==> src/rtl/tone_burst_detector.sv <==
// Tone burst detector: times the high/low half-periods, edge count and length of square-wave bursts on a 1-bit line.
// Latency: results pulse out SILENCE_CYCLES after the last edge; no backpressure, results hold until the next reported burst.
module tone_burst_detector #(
  parameter int CNT_W          = 17,
  parameter int DUR_W          = 24,
  parameter int SILENCE_CYCLES = 65536,
  parameter int MIN_EDGES      = 4
) (
  input  logic             clk,
  input  logic             reset,
  input  logic             audioIn,
  output logic             active,
  output logic             burstValid,
  output logic [CNT_W-1:0] halfPeriodHigh,
  output logic [CNT_W-1:0] halfPeriodLow,
  output logic [15:0]      edgeCount,
  output logic [DUR_W-1:0] burstLength,
  output logic             overflow,
  output logic             stuckHigh
);

  localparam logic [CNT_W-1:0] RUN_MAX  = '1;
  localparam logic [CNT_W-1:0] RUN_ONE  = CNT_W'(1);
  localparam logic [CNT_W-1:0] SIL      = CNT_W'(SILENCE_CYCLES);
  localparam logic [DUR_W-1:0] DUR_MAX  = '1;
  localparam logic [DUR_W-1:0] DUR_ONE  = DUR_W'(1);
  localparam logic [15:0]      EDGE_MIN = 16'(MIN_EDGES);

  typedef enum logic [1:0] {
    IDLE    = 2'd0,
    MEASURE = 2'd1,
    REPORT  = 2'd2
  } state_t;

  state_t r_state;
  state_t w_state_nxt;

  logic r_sync1, r_sync2, r_prev;
  logic w_edge, w_rise, w_fall;
  logic w_start, w_end;

  logic [CNT_W-1:0] r_run, r_hi, r_lo;
  logic [DUR_W-1:0] r_dur, r_last_dur;
  logic [15:0]      r_edges;
  logic             r_ovf;

  logic             w_dur_sat, w_run_sat, w_ovf_nxt, w_report_ok;
  logic [15:0]      w_edges_nxt;

  logic             r_burst_valid;
  logic [CNT_W-1:0] r_out_hi, r_out_lo;
  logic [15:0]      r_out_edges;
  logic [DUR_W-1:0] r_out_len;
  logic             r_out_ovf, r_out_stuck;

  // Two-flop synchronizer; r_prev starts at 0 so a line high at reset release reads as a rising edge.
  always_ff @(posedge clk) begin
    if (reset) begin
      r_sync1 <= 1'b0;
      r_sync2 <= 1'b0;
      r_prev  <= 1'b0;
    end else begin
      r_sync1 <= audioIn;
      r_sync2 <= r_sync1;
      r_prev  <= r_sync2;
    end
  end

  assign w_edge = r_sync2 ^ r_prev;
  assign w_rise = w_edge & r_sync2;
  assign w_fall = w_edge & ~r_sync2;

  always_ff @(posedge clk) begin
    if (reset) begin
      r_state <= IDLE;
    end else begin
      r_state <= w_state_nxt;
    end
  end

  always_comb begin
    w_state_nxt = r_state;
    w_start     = 1'b0;
    w_end       = 1'b0;
    case (r_state)
      IDLE: begin
        if (w_rise) begin
          w_start     = 1'b1;
          w_state_nxt = MEASURE;
        end
      end
      MEASURE: begin
        if (!w_edge && (r_run == SIL)) begin
          w_end       = 1'b1;
          w_state_nxt = REPORT;
        end
      end
      REPORT:  w_state_nxt = IDLE;
      default: w_state_nxt = IDLE;
    endcase
  end

  assign active = (r_state == MEASURE);

  assign w_dur_sat   = (r_dur == DUR_MAX);
  assign w_run_sat   = (r_run == RUN_MAX);
  assign w_ovf_nxt   = r_ovf | w_dur_sat | (~w_edge & w_run_sat);
  assign w_edges_nxt = (r_edges == 16'hFFFF) ? r_edges : r_edges + 16'd1;
  assign w_report_ok = (r_edges >= EDGE_MIN);

  always_ff @(posedge clk) begin
    if (reset) begin
      r_run      <= '0;
      r_dur      <= '0;
      r_last_dur <= '0;
      r_edges    <= '0;
      r_ovf      <= 1'b0;
      r_hi       <= '0;
      r_lo       <= '0;
    end else begin
      case (r_state)
        IDLE: begin
          if (w_start) begin
            r_run      <= RUN_ONE;
            r_dur      <= DUR_ONE;
            r_last_dur <= '0;
            r_edges    <= 16'd1;
            r_ovf      <= 1'b0;
            r_hi       <= '0;
            r_lo       <= '0;
          end
        end
        MEASURE: begin
          r_dur <= w_dur_sat ? r_dur : r_dur + DUR_ONE;
          r_ovf <= w_ovf_nxt;
          if (w_edge) begin
            r_run      <= RUN_ONE;
            r_edges    <= w_edges_nxt;
            r_last_dur <= r_dur;
            if (w_fall) begin
              r_hi <= r_run;
            end else begin
              r_lo <= r_run;
            end
          end else begin
            r_run <= w_run_sat ? r_run : r_run + RUN_ONE;
          end
        end
        default: begin
        end
      endcase
    end
  end

  // Results load on the MEASURE->REPORT edge so they are already visible while burstValid is high.
  always_ff @(posedge clk) begin
    if (reset) begin
      r_burst_valid <= 1'b0;
      r_out_hi      <= '0;
      r_out_lo      <= '0;
      r_out_edges   <= '0;
      r_out_len     <= '0;
      r_out_ovf     <= 1'b0;
      r_out_stuck   <= 1'b0;
    end else begin
      r_burst_valid <= 1'b0;
      if (w_end && w_report_ok) begin
        r_burst_valid <= 1'b1;
        r_out_hi      <= r_hi;
        r_out_lo      <= r_lo;
        r_out_edges   <= r_edges;
        r_out_len     <= r_last_dur;
        r_out_ovf     <= w_ovf_nxt;
        r_out_stuck   <= r_sync2;
      end
    end
  end

  assign burstValid     = r_burst_valid;
  assign halfPeriodHigh = r_out_hi;
  assign halfPeriodLow  = r_out_lo;
  assign edgeCount      = r_out_edges;
  assign burstLength    = r_out_len;
  assign overflow       = r_out_ovf;
  assign stuckHigh      = r_out_stuck;

endmodule
==> config.mk <==
export PLATFORM = sky130hd
export DESIGN_NAME = tone_burst_detector
export DESIGN_NICKNAME = d
export VERILOG_FILES = /design/src/rtl/tone_burst_detector.sv
export SDC_FILE = /design/constraint.sdc
export NUM_CORES = 1
export LEC_CHECK = 0
export CORE_UTILIZATION = 35
export CTS_BUF_LIST = sky130_fd_sc_hd__clkbuf_16
export DETAILED_ROUTE_END_ITERATION = 8
export MAX_ROUTING_LAYER = met4
export PLACE_DENSITY_LB_ADDON = 0.08
export SLEW_MARGIN = 5
export SYNTH_ARGS = -nofsm -noshare
export SYNTH_HDL_FRONTEND = slang
export SYNTH_SLANG_ARGS = --single-unit
==> constraint.sdc <==
create_clock -name clk -period 2.91 [get_ports clk]
set_input_delay 0.873 -clock clk [delete_from_list [all_inputs] [get_ports clk]]
set_output_delay 0.873 -clock clk [all_outputs]
set_load 0.02 [all_outputs]
==> metrics.txt <==
starting density of the core=0.357; Peak VDD IR=~400 µV; DR WL/cell=around 15 µm; Worst setup SP type=flip-flop; vias per cell=a little over 5; Distinct cells, synth=approximately 60; period utilization=0.935; Ports=81; H-tree depth=4; class of the most critical hold timing path=reg -> reg; RSZ-0062 raised after global routing=false; CP Max Fanout=11; clk_lat worst skew=430 ps; Cells after Synth=around 1000; worst path arrival time=1850 ps; Reg area=just under 4000 µm²; DRT Pass-1 Iters=4; Num CTS Buffers=17; core area=approximately 23000 µm²; # DRC=0; Post-synth EDFFs=0; syn_nets=around 1000; Post-CTS Setup Inserts=0; Max Buffers Root-to-Sink=2; most frequent cells in the layout=nand2_1, dfxtp_1, a21oi_1; max frequency=368 MHz; CP endpoint kind=output port; Die W=~150 µm; max_cap viols=0; Layout Nets=about 1100; Worst Path Required=between 2000 and 2500 ps; Min Hold Slack=around 450 ps; most common cell after layout, fill and taps aside=nand2_1; setup TNS=0 ps; # placed instances=1323; Final Hold Viols=0; Syn Std Cell Area=roughly 8100 µm²; Port Buffers=80; Post-CTS Resized=0; n_diodes=0; gr ovfl total=0; min Tclk post-route=roughly 2700 ps; largest net degree at the start of global routing=77; Yosys Warn Count=0; Fill cells=around 2400; Pleak=~3.1 nW; Worst-Margin Slew=879 ps; status=completed; routability congestion estimate=about 0.80; share of cells above drive strength 1=0.0720; Rel. slew slack=0.414; Setup WS post-layout=roughly 190 ps; Top FF cell, synth=dfxtp_1; remaining antenna violation count=0; Place WS=approximately 440 ps; die footprint=about 24000 µm²; Post-Syn Area per Cell=8.07 µm²; Async SR Flop Fraction=0; # rows=55; Vias=around 7000; Final Max Slew Viols=0; Post-DP HPWL=12900 µm; drt total wl=a little over 20000 µm; CTS tree=built; initial antenna violation count=0; Setup violations, final=0; global-route usage over all layers=0.187; final std cells w/o fill=1355; First DRT Iteration DRCs=between 300 and 400; vias in the first global route=~6600; WS Path Type=reg -> out; Reg clk slew, reported paths=roughly 70 ps; clk root buf=clkbuf_16; area grow syn2layout=21.0%; Power Total=around 5.3 mW; clk_skew=12.7 ps; clock sinks=about 200; CTS Hold Bufs=0; die span in y=~150 µm; wire length of the first global-routing pass=~35000 µm; #FFs+latches synth=approximately 200; multi-input logic area=about 3700 µm²; Power Dens Cells=546 nW/µm²; post-synthesis sequential area ratio=0.492
==> report_power, final <==
| part | internal (mW) | switching, mW | leakage (nW) |
|---|---|---|---|
| Sequential | 2.71 | 0.00712 | 1.60 |
| Clock | 1.29 | 1.12 | 0.286 |
| Combinational | 0.0497 | 0.146 | 1.23 |
| Total | 4.05 | 1.27 | 3.11 |
==> worst paths after layout <==
check,cells after the start,slack [ps],to,start
hold reg to reg,2,450,edgeCount[11]$_SDFFE_PP0P_,edgeCount[11]$_SDFFE_PP0P_
setup / recovery,3,190,active,r_state[0]$_SDFFE_PP0P_
setup reg to reg,8,390,overflow$_SDFFE_PP0P_,r_sync2$_SDFF_PP0_
hold / removal,2,450,edgeCount[11]$_SDFFE_PP0P_,edgeCount[11]$_SDFFE_PP0P_
==> cells by family (layout without fill, tap and decap cells) <==
logic type | Yosys count | after routing | share of synthesized area
buffers and inverters | 84 | 156 | 0.0437
AND/OR/NAND/NOR | 441 | 441 | 0.253
XOR/XNOR | 9 | 9 | 0.00979
adder cells (fa/ha/maj) | 8 | 8 | 0.0124
multiplexers | 1 | 1 | 0.00124
flip-flops | 198 | 198 | 0.492
AO/OA/AOI/OAI | 257 | 257 | 0.188
==> flip-flops by register name, summed over array words and instances, names as in the netlist, 2 cells and up <==
register and flops:
r_edges 16, edgeCount 16, halfPeriodLow 17, r_dur 24
r_lo 17, r_last_dur 24, r_hi 17, r_state 2
r_run 17, halfPeriodHigh 17, burstLength 24
==> stage by stage <==
step | area (µm²) | util
after CTS | 9740 | 0.432
after global placement | 9150 | 0.405
after floorplan | 8050 | -
after global routing | 9740 | 0.432
final | 9740 | 0.432
after detailed placement | 9150 | 0.405
==> worst max-delay path, cell delays in order, from the launching register on <==
cell and delay (ps):
dfxtp_1 550, nand2b_1 140, inv_2 110, clkdlybuf4s50_1 610
==> synthesized netlist by cell type (4+ instances only) <==
cell,instances,area [µm²]
a211oi_1,5,37.5
buf_1,9,33.8
ha_1,8,100
nor4_1,6,37.5
a311oi_1,7,61.3
nand2b_1,9,56.3
nor3_1,17,85.1
nand4_1,16,100
a31oi_1,9,56.3
buf_4,4,30.0
inv_1,13,48.8
a21oi_1,141,706
nand3_1,61,305
and3_1,8,50.1
nor2b_1,5,31.3
dfxtp_1,198,3960
nor2_1,73,274
clkbuf_1,40,150
and2_1,4,25.0
a41oi_1,6,52.6
nand2_1,214,803
o21ai_0,37,185
a22oi_1,28,210
buf_2,16,80.1
o31ai_1,4,30.0
or3_1,6,37.5
xnor2_1,5,43.8
xor2_1,4,35.0
==> cell type report <==
cell class                 instances  area share
sequential                       198       0.407
clock inverter                    15      0.0175
clock buffer                      17      0.0437
inverter                          14     0.00539
multi-input combinational        716       0.384
timing repair buffer             110       0.106
tap                              285      0.0366
==> layer usage <==
| metal | global-route usage | part of all wire | vias to the layer above | wire length (µm) |
|---|---|---|---|---|
| met5 | - | 0 | - | 0 |
| met4 | 0.0486 | 0.0085 | 0 | 176 |
| met3 | 0.0355 | 0.028 | 12 | 573 |
| met2 | 0.273 | 0.43 | 103 | 8910 |
| met1 | 0.263 | 0.53 | 3279 | 11000 |
| li1 | - | - | 3600 | - |
Note: power is estimated with default switching activity, not from simulation.
